--- src/rtl/sssp_ctrl_pkg.sv ---
// Shared types for the SSSP level sequencer: FSM states, pipeline control codes
// and read-request kinds.
package sssp_ctrl_pkg;

  localparam int unsigned LEVEL_W = 16;

  typedef enum logic [2:0] {
    S_IDLE,
    S_LOAD,
    S_EDGE,
    S_DRAIN,
    S_CHECK,
    S_DONE
  } state_e;

  typedef enum logic [1:0] {
    CTRL_IDLE = 2'd0,
    CTRL_LOAD = 2'd1,
    CTRL_EDGE = 2'd2
  } ctrl_e;

  typedef enum logic {
    REQ_VTX  = 1'b0,
    REQ_EDGE = 1'b1
  } req_kind_e;

endpackage

--- src/rtl/sssp_req_issuer.sv ---
// Per-phase read issuer: walks line indices 0..count-1 under a credit limit and
// counts returning responses. Reused for the vertex and the edge phase.
module sssp_req_issuer #(
  parameter int unsigned MAX_OUTST = 64,
  parameter int unsigned CNT_W     = 32
) (
  input  logic             clk,
  input  logic             rst,
  input  logic             phase_start_i,
  input  logic [CNT_W-1:0] phase_count_i,
  input  logic             active_i,
  input  logic             req_ready_i,
  input  logic             rsp_valid_i,
  output logic             req_valid_o,
  output logic [CNT_W-1:0] req_idx_o,
  output logic             all_issued_o,
  output logic             all_received_o,
  output logic             rsp_last_o
);

  localparam int unsigned OUT_W = $clog2(MAX_OUTST + 1);
  localparam logic [OUT_W-1:0] MAX_O = OUT_W'(MAX_OUTST);

  logic [CNT_W-1:0] count_q;
  logic [CNT_W-1:0] issued_q, issued_d;
  logic [CNT_W-1:0] rcv_q, rcv_d;
  logic [OUT_W-1:0] outst_q, outst_d;
  logic             valid_q, valid_d;
  logic             fire, rsp_take;

  assign fire     = valid_q & req_ready_i;
  assign rsp_take = rsp_valid_i & (rcv_q != count_q);

  assign req_valid_o    = valid_q;
  assign req_idx_o      = issued_q;
  assign all_issued_o   = (issued_q == count_q);
  assign all_received_o = (rcv_q == count_q);
  assign rsp_last_o     = rsp_take & ((rcv_q + CNT_W'(1)) == count_q);

  always_comb begin
    issued_d = issued_q + (fire ? CNT_W'(1) : '0);
    rcv_d    = rcv_q + (rsp_take ? CNT_W'(1) : '0);
    outst_d  = outst_q;
    if (fire && !rsp_take) begin
      outst_d = outst_q + OUT_W'(1);
    end else if (!fire && rsp_take && (outst_q != '0)) begin
      outst_d = outst_q - OUT_W'(1);
    end
    // Valid is only raised against post-update credits, so once up it stays
    // up (with a stable index) until accepted.
    valid_d = active_i && (issued_d < count_q) && (outst_d < MAX_O);
  end

  always_ff @(posedge clk) begin
    if (rst) begin
      count_q  <= '0;
      issued_q <= '0;
      rcv_q    <= '0;
      outst_q  <= '0;
      valid_q  <= 1'b0;
    end else if (phase_start_i) begin
      count_q  <= phase_count_i;
      issued_q <= '0;
      rcv_q    <= '0;
      outst_q  <= outst_d;
      valid_q  <= 1'b0;
    end else begin
      issued_q <= issued_d;
      rcv_q    <= rcv_d;
      outst_q  <= outst_d;
      valid_q  <= valid_d;
    end
  end

endmodule

--- src/rtl/sssp_level_ctrl.sv ---
// Level sequencer for the SSSP relaxation pipelines: vertex load, edge pass,
// pipeline drain and update check, repeated until convergence or the level cap.
module sssp_level_ctrl
  import sssp_ctrl_pkg::*;
#(
  parameter int unsigned NPIPE     = 4,
  parameter int unsigned MAX_OUTST = 64,
  parameter int unsigned CNT_W     = 32
) (
  input  logic               clk,
  input  logic               rst,
  input  logic               start,
  input  logic [CNT_W-1:0]   cfg_vtx_lines,
  input  logic [CNT_W-1:0]   cfg_edge_lines,
  input  logic [LEVEL_W-1:0] cfg_max_level,
  output logic               rd_req_valid,
  input  logic               rd_req_ready,
  output logic               rd_req_kind,
  output logic [CNT_W-1:0]   rd_req_idx,
  input  logic               rd_rsp_valid,
  output logic               pipe_word_valid,
  output logic [1:0]         pipe_control,
  output logic               pipe_last_in,
  output logic [LEVEL_W-1:0] pipe_level,
  input  logic [NPIPE-1:0]   pipe_last_out,
  input  logic [NPIPE-1:0]   pipe_valid_out,
  output logic               busy,
  output logic               done,
  output logic [CNT_W-1:0]   level_updates
);

  state_e             state_q, state_d;
  logic [LEVEL_W-1:0] level_q, level_d;
  logic [CNT_W-1:0]   upd_q, upd_d;
  logic [CNT_W-1:0]   lvl_upd_q, lvl_upd_d;
  logic [NPIPE-1:0]   seen_q, seen_d;
  req_kind_e          kind_q, kind_d;
  ctrl_e              ctrl_q, ctrl_d;
  logic               wv_q, wv_d;
  logic               last_q, last_d;
  logic               busy_q, busy_d;
  logic               done_q, done_d;

  logic               phase_start;
  logic [CNT_W-1:0]   phase_count;
  logic               in_phase;
  logic               rsp_in;
  logic               all_issued, all_received, rsp_last;
  logic [CNT_W-1:0]   pcnt, upd_acc;
  logic [CNT_W:0]     upd_sum;

  assign in_phase    = (state_q == S_LOAD) || (state_q == S_EDGE);
  assign rsp_in      = rd_rsp_valid & in_phase;
  assign phase_start = (state_d != state_q) && ((state_d == S_LOAD) || (state_d == S_EDGE));
  assign phase_count = (state_d == S_LOAD) ? cfg_vtx_lines : cfg_edge_lines;

  sssp_req_issuer #(
    .MAX_OUTST (MAX_OUTST),
    .CNT_W     (CNT_W)
  ) u_issuer (
    .clk            (clk),
    .rst            (rst),
    .phase_start_i  (phase_start),
    .phase_count_i  (phase_count),
    .active_i       (in_phase),
    .req_ready_i    (rd_req_ready),
    .rsp_valid_i    (rsp_in),
    .req_valid_o    (rd_req_valid),
    .req_idx_o      (rd_req_idx),
    .all_issued_o   (all_issued),
    .all_received_o (all_received),
    .rsp_last_o     (rsp_last)
  );

  always_comb begin
    pcnt = '0;
    for (int unsigned i = 0; i < NPIPE; i++) begin
      pcnt = pcnt + CNT_W'(pipe_valid_out[i]);
    end
    upd_sum = {1'b0, upd_q} + {1'b0, pcnt};
    upd_acc = upd_sum[CNT_W] ? '1 : upd_sum[CNT_W-1:0];
  end

  always_comb begin
    state_d   = state_q;
    level_d   = level_q;
    upd_d     = upd_q;
    lvl_upd_d = lvl_upd_q;
    seen_d    = seen_q;
    unique case (state_q)
      S_IDLE, S_DONE: begin
        if (start) begin
          state_d = S_LOAD;
          level_d = '0;
          upd_d   = '0;
          seen_d  = '0;
        end
      end
      // Vertex phase waits on the registered count so the last vertex word
      // still goes out with the load control code.
      S_LOAD: begin
        if (all_issued && all_received) state_d = S_EDGE;
      end
      S_EDGE: begin
        upd_d = upd_acc;
        if (all_received) begin
          state_d = S_CHECK;
          upd_d   = '0;
        end else if (rsp_last) begin
          state_d = S_DRAIN;
        end
      end
      S_DRAIN: begin
        upd_d  = upd_acc;
        seen_d = seen_q | pipe_last_out;
        if (&seen_q) state_d = S_CHECK;
      end
      S_CHECK: begin
        lvl_upd_d = upd_q;
        if ((upd_q == '0) || (level_q == cfg_max_level)) begin
          state_d = S_DONE;
        end else begin
          state_d = S_LOAD;
          level_d = level_q + LEVEL_W'(1);
          upd_d   = '0;
          seen_d  = '0;
        end
      end
      default: state_d = S_IDLE;
    endcase
  end

  always_comb begin
    kind_d = kind_q;
    if (phase_start) kind_d = (state_d == S_EDGE) ? REQ_EDGE : REQ_VTX;
    ctrl_d = CTRL_IDLE;
    if (state_d == S_LOAD) begin
      ctrl_d = CTRL_LOAD;
    end else if ((state_d == S_EDGE) || (state_d == S_DRAIN)) begin
      ctrl_d = CTRL_EDGE;
    end
    wv_d   = rsp_in;
    last_d = (state_q == S_EDGE) && rsp_last;
    busy_d = (state_d != S_IDLE) && (state_d != S_DONE);
    done_d = (state_d == S_DONE);
  end

  always_ff @(posedge clk) begin
    if (rst) begin
      state_q   <= S_IDLE;
      level_q   <= '0;
      upd_q     <= '0;
      lvl_upd_q <= '0;
      seen_q    <= '0;
      kind_q    <= REQ_VTX;
      ctrl_q    <= CTRL_IDLE;
      wv_q      <= 1'b0;
      last_q    <= 1'b0;
      busy_q    <= 1'b0;
      done_q    <= 1'b0;
    end else begin
      state_q   <= state_d;
      level_q   <= level_d;
      upd_q     <= upd_d;
      lvl_upd_q <= lvl_upd_d;
      seen_q    <= seen_d;
      kind_q    <= kind_d;
      ctrl_q    <= ctrl_d;
      wv_q      <= wv_d;
      last_q    <= last_d;
      busy_q    <= busy_d;
      done_q    <= done_d;
    end
  end

  assign rd_req_kind     = kind_q;
  assign pipe_control    = ctrl_q;
  assign pipe_word_valid = wv_q;
  assign pipe_last_in    = last_q;
  assign pipe_level      = level_q;
  assign busy            = busy_q;
  assign done            = done_q;
  assign level_updates   = lvl_upd_q;

endmodule

--- config.mk ---
export PLATFORM = sky130hd
export DESIGN_NAME = sssp_level_ctrl
export DESIGN_NICKNAME = d
export VERILOG_FILES = /design/src/rtl/sssp_ctrl_pkg.sv /design/src/rtl/sssp_req_issuer.sv /design/src/rtl/sssp_level_ctrl.sv
export SDC_FILE = /design/constraint.sdc
export NUM_CORES = 1
export LEC_CHECK = 0
export CAP_MARGIN = 15
export CORE_MARGIN = 10
export CORE_UTILIZATION = 52
export DETAILED_ROUTE_END_ITERATION = 12
export DONT_BUFFER_PORTS = 1
export GPL_ROUTABILITY_DRIVEN = 1
export PLACE_DENSITY = 0.67
export SLEW_MARGIN = 20
export SYNTH_ARGS = -nofsm -noshare
export SYNTH_HDL_FRONTEND = slang
export SYNTH_SLANG_ARGS = --single-unit
--- constraint.sdc ---
create_clock -name clk -period 5.9 [get_ports clk]
set_clock_uncertainty 0.15 [all_clocks]
set_input_delay 1.18 -clock clk [delete_from_list [all_inputs] [get_ports clk]]
set_output_delay 1.18 -clock clk [all_outputs]
set_load 0.005 [all_outputs]
# [Word-level counts from Yosys, hierarchy flattened]
# Cells that the tools add are included.
# Widths: inputs -> output; s select.
[op_classes] addsub=10 order_cmp=2 eq_ne=18 muxes=26 bitwise=5 n_reduce_logical=29
[ops] cell="$mux 32" n=5
[ops] cell="$pmux 32 s4" n=1
[ops] cell="$eq 32x32->1" n=3
[ops] cell="$add 32x32->32" n=2
[ops] cell="$add 32x4->33" n=1
[ops] cell="$add 32x1->32 const B" n=1
[ops] cell="$logic_not 32->1" n=1
[ops] cell="$lt 32x32->1" n=1
[ops] cell="$mux 16" n=2
[ops] cell="$ne 32x32->1" n=1
[ops] cell="$pmux 16 s2" n=1
[ops] cell="$mux 3" n=6
[ops] cell="$add 16x1->16 const B" n=1
[ops] cell="$eq 16x16->1" n=1
[ops] cell="$pmux 3 s5" n=1
[ops] cell="$mux 7" n=2
[ops] cell="$eq 3x2->1 const B" n=4
[ops] cell="$pmux 4 s3" n=1
[ops] cell="$eq 3x3->1 const B" n=3
[ops] cell="$logic_and 1x1->1" n=9
[ops] cell="$reduce_and 3->1" n=3
[ops] cell="$mux 4" n=2
[ops] cell="$add 7x1->7 const B" n=1
[ops] cell="$lt 7x7->1 const B" n=1
[ops] cell="other kinds (21)" n=36
[word_totals] ff_bits=198 input_bits=93 output_inout_bits=88 word_cells=107

# [Longest topological paths before layout]
[depth] ltp_word=12 ltp_mapped=19 ltp_nobuf=19

# [Cells and area by module]
# From an unflattened synthesis, not the netlist that was laid out.
[unflattened] hier_cells=1457 area_unflattened_um2=11856.4
[modules_own_cells] mod="sssp_req_issuer" instances=1 cells_per_inst=788 area_per_inst_um2=6590.1 seq_area_each_um2=2082.0
[modules_own_cells] mod="sssp_level_ctrl" instances=1 cells_per_inst=669 area_per_inst_um2=5266.3 seq_area_each_um2=1881.8

# [Worst setup path after synthesis]
# Ideal clock, no wire load.
[synth_path] kind="input to register" startpoint="in pipe_valid_out[0]" endpoint="reg upd_q[10]" setup_ps=70 arrival_time_ps=4340 required_ps=5680 slack_ps=1339 path_stages=14 n_path_buf=1 cell_sequence="fa_1 -> fa_1 -> inv_1 -> fa_1 -> and3b_1 -> nand4_1 -> nor3_2 -> nand3_1 -> nor2_2 -> nand4_1 -> nor2_2 -> clkbuf_1 -> o21ai_0 -> a21oi_1"
[synth_between] elab_chain_cells=7
[synth_lines] element="from (decl)" line_no="sssp_level_ctrl.sv:26" text="input logic [NPIPE-1:0] pipe_valid_out,"
[synth_lines] element="$add 1x1->2 (*)" line_no="sssp_level_ctrl.sv:78" text="pcnt = pcnt + CNT_W'(pipe_valid_out[i]);"
[synth_lines] element="$add 2x1->3 (*)" line_no="sssp_level_ctrl.sv:78"
[synth_lines] element="$add 3x1->4 (*)" line_no="sssp_level_ctrl.sv:78"
[synth_lines] element="$add 32x4->33 (*)" line_no="sssp_level_ctrl.sv:80" text="upd_sum = {1'b0, upd_q} + {1'b0, pcnt};"
[synth_lines] element="$mux 32 (*)" line_no="sssp_level_ctrl.sv:81" text="upd_acc = upd_sum[CNT_W] ? '1 : upd_sum[CNT_W-1:0];"
[synth_lines] element="$mux 32" line_no="sssp_level_ctrl.sv:106" text="if (all_received) begin"
[synth_lines] element="$pmux 32 s4 (*)" line_no="sssp_level_ctrl.sv:90" text="unique case (state_q)"
[synth_lines] element="to (signal assigned)" line_no="sssp_level_ctrl.sv:164" text="upd_q <= upd_d;"
[synth_lines] element="to (decl)" line_no="sssp_level_ctrl.sv:34" text="logic [CNT_W-1:0] upd_q, upd_d;"
# Mark *: on every way between the ends. The rest lies on a longest branch, timed or not.
# A chain may end at the register's enable or synchronous reset.

# [Worst setup path after layout]
[layout_path] startpoint="in rd_req_ready" endpoint="reg u_issuer.valid_q, in the netlist u_issuer.req_valid_o"
[layout_between] word_cells_on_any_way=13 cone_classes="add/sub (1); order compare (2); mux (3); bitwise (1); reduce/logical (6)"
[layout_lines] element="from (decl)" line_no="sssp_level_ctrl.sv:17" text="input logic rd_req_ready,"
[layout_lines] element="$and 1x1->1" line_no="sssp_req_issuer.sv:31" text="assign fire = valid_q & req_ready_i;"
[layout_lines] element="$mux 1" line_no="sssp_req_issuer.sv:41" text="issued_d = issued_q + (fire ? CNT_W'(1) : '0);"
[layout_lines] element="$add 32x32->32" line_no="sssp_req_issuer.sv:41"
[layout_lines] element="via u_issuer.issued_d[30]" line_no="sssp_req_issuer.sv:25" text="logic [CNT_W-1:0] issued_q, issued_d;"
[layout_lines] element="$lt 32x32->1" line_no="sssp_req_issuer.sv:51" text="valid_d = active_i && (issued_d < count_q) && (outst_d < MAX_O);"
[layout_lines] element="$logic_and 1x1->1 (2 in a row)" line_no="sssp_req_issuer.sv:51"
[layout_lines] element="to (signal assigned)" line_no="sssp_req_issuer.sv:71" text="valid_q <= valid_d;"
[layout_lines] element="to (decl)" line_no="sssp_req_issuer.sv:28" text="logic valid_q, valid_d;"
# The timed path passes the listed nets, and every way through them passes these cells.

==> results.toml <==
[status]
status = "completed"

[clock_network]
cts_tree = "yes"
cts_buffers = 17
clk_latency_ps = 440
clockBufferDepth = 2
cts.htree.levels = 4
cts_resized = 0
cts_hold_buf = 0
cts_sinks = 198
cts_root_buffer = "clkbuf_16"
clkSlewWorstSetupHoldPaths_ps = 70
cts_setup_buffers = 0

[global_routing]
overflow = 0
busiest_layer = "met2"
use_met1 = 0.272
antenna_found_initial = 0
grt_pass1_wl_mm = 50.4
grt.total_usage = 0.216
use_met3 = 0.0631
grt_pass1_vias = 9180
grt_max_degree = 85
grt_use_met2 = 0.348

[sta]
slew_violations = 0
period_share = 0.767
hold_viol_final = 0
finalSetupTns_ps = 0
grt_setup_unrepaired = "no"
finalSetupViolations = 0
whs_ps = 327
worst_slack_ps = 1370
finalCriticalPeriod_ps = 4530
worst_pin_slew_ps = 1070
slew_headroom = 0.282
max_freq_mhz = 221

[detailed_routing]
ant_nets = 0
postRouteWirelength_mm = 31.8
wl_per_cell_microns = 19.4
firstDrtPassIters = 5
first_iter_violations = 780
remaining_drc_errors = 0
detailroute.via_count = 9642
viasPerCell = 5.90

[setup_path]
required_ps = 6100
arrival_ps = 4730
path_class = "in -> reg"
worst_setup_path_start_kind = "input port"
cp-end-kind = "flop"
cp_max_fo = 4

[yosys]
synthArstFlopShare = 0
synth_area_leaders = "dfxtp_1 (35%), xnor2_1 (6.7%), xor2_1 (6.4%)"
synth_top_family_by_area = "simple AND/OR/NAND/NOR gates"
synth_compound_area_frac = 0.132
synth_edf_count = 0
syn_inst = 1388
synth-xor-area-share = 0.132
syn_nets = 1525
synth.largest_area_cell = "dfxtp_1"
yosysWarnings = 0
synth_adder_area_share = 0.0502
yosys.area_share.simple = 0.254
ys_seq_area_frac = 0.347
synth.area.mux_share = 0.0289
yosysUniqueCellTypes = 73
synth-main-ff-cell = "dfxtp_1"
synth_area_sq_um = 11400
ys_ff_latch = 198
synth_top_area_frac = 0.347
syn_avg_cell_area_sq_um = 8.23

[pwr]
powerDensity_nw_per_um2 = 272
power_leakage_uw = 0.00450
ir_drop_mv = 0.231

[placed_design]
place_congestion = 0.950
post-place-ws_ps = 1020
io_buffers = 0
hpwl_mm = 24.0

[die]
die_h_microns = 168
die_w_microns = 168
core_area_sq_um = 21700
rows = 54
initial_core_util = 0.527
dieArea_sq_um = 28300
ios = 181

[finish]
fin_nets = 1479
drive_above_1_share = 0.0568
num_antenna_cells = 0
synthToLayoutAreaGrowth_pct = 5.04

[worst_hold_path]
min_path_type = "reg -> reg"

[job]
max-cap-violations = 0
==> final timing paths <==
kind / from / end / slack, ps / depth (start not counted)
worst max-delay path: rd_req_ready / u_issuer.req_valid_o / 1370 / 15
worst min-delay path: level_updates[14] / level_updates[14] / 330 / 2
worst max register to register: state_q[0] / u_issuer.rcv_q[30] / 1570 / 13
worst min register to register: level_updates[14] / level_updates[14] / 330 / 2
==> cells in the mapped netlist, types with 3 or more instances <==
master,instances
clkbuf_8,7
a21oi_1,97
nand4_1,37
nor2b_1,7
a31oi_1,9
clkbuf_1,44
nor4_1,33
nand3_1,61
nand2_1,141
dfxtp_1,198
and3_2,3
nand2b_1,7
and3_1,17
or4_1,3
nand3_2,3
a21o_1,17
o31ai_1,3
buf_2,10
nor3b_1,5
inv_1,49
mux2i_1,33
nor3_1,34
nor2_1,127
fa_1,3
xor2_1,84
or3_1,12
xnor2_1,88
and2_1,39
o22ai_1,32
a41oi_1,4
nor3_2,4
and4_1,8
o21ai_0,60
buf_6,11
o2111ai_1,4
ha_1,41
nor2_2,3
nor4_2,3
o21a_1,3
==> routing by layer <==
metal | routed length, microns | share of wire
met5 | 0 | 0
met2 | 14700 | 0.46
met4 | 852 | 0.027
met1 | 13700 | 0.43
met3 | 2520 | 0.079
==> cell usage in the layout, fill, tap and decap left out, drive strengths merged, types with 4 or more instances in the layout <==
master,instances
dfxtp,198
nand2,141
nor2,130
a21oi,97
xnor2,88
xor2,84
nand3,64
o21ai,62
inv,53
ha,41
and2,40
nand4,39
nor3,38
nor4,38
mux2i,33
o22ai,32
clkbuf,21
and3,20
a21o,17
or3,13
a31oi,11
buf,10
and4,8
nand2b,7
nor2b,7
nor3b,5
clkinv,5
a41oi,4
o2111ai,4
==> cell families after synthesis <==
kind of cell,Yosys count
buf+inv,124
xor+xnor,172
fa+ha+maj,44
compound gates,253
flops,198
mux,33
simple gates,564
==> through the flow <==
stage	cell area, sq um	total power, uW	util	std cells
6_report	12000	3260	0.553	1635
4_1_cts	12000	3280	0.553	1635
2_1_floorplan	11400	1970	-	1388
3_5_place_dp	11400	2130	0.526	1603
3_3_place_gp	11400	2120	0.526	1603
5_1_grt	12000	3410	0.553	1635
==> sequential cells by signal, summed over array words and instances (netlist names), 2 cells and up <==
| signal | flops |
|---|---|
| u_issuer.rcv_q | 32 |
| pipe_level | 16 |
| u_issuer.outst_q | 7 |
| level_updates | 32 |
| state_q | 3 |
| u_issuer.count_q | 32 |
| u_issuer.req_idx_o | 32 |
| pipe_control | 2 |
| upd_q | 32 |
| seen_q | 4 |
==> power breakdown <==
| part | internal (uW) | switching [uW] |
|---|---|---|
| clock | 616 | 540 |
| sequential | 1390 | 84.9 |
| combinational | 256 | 371 |
| total | 2260 | 996 |
==> cell type report <==
class	count	area, sq um
clock buffers	21	460
clock inverters	11	119
fillers	2076	9690
inverters	49	184
multi-input cells	1066	6840
flip-flops and latches	198	3960
well taps	280	350
repair buffers	10	75.1
==> critical path, cell delays in order <==
cell and delay [ps]:
nand2_1 110, inv_1 170, ha_1 230, ha_1 240
nand3_1 200, nor3_1 500, and4_1 380, nand2_1 90
xnor2_1 200, ha_1 280, nand4_1 140, nor3_1 120
nor4_1 470, o2111ai_1 210, nor3b_1 200
(Power assumes the default switching activity.)
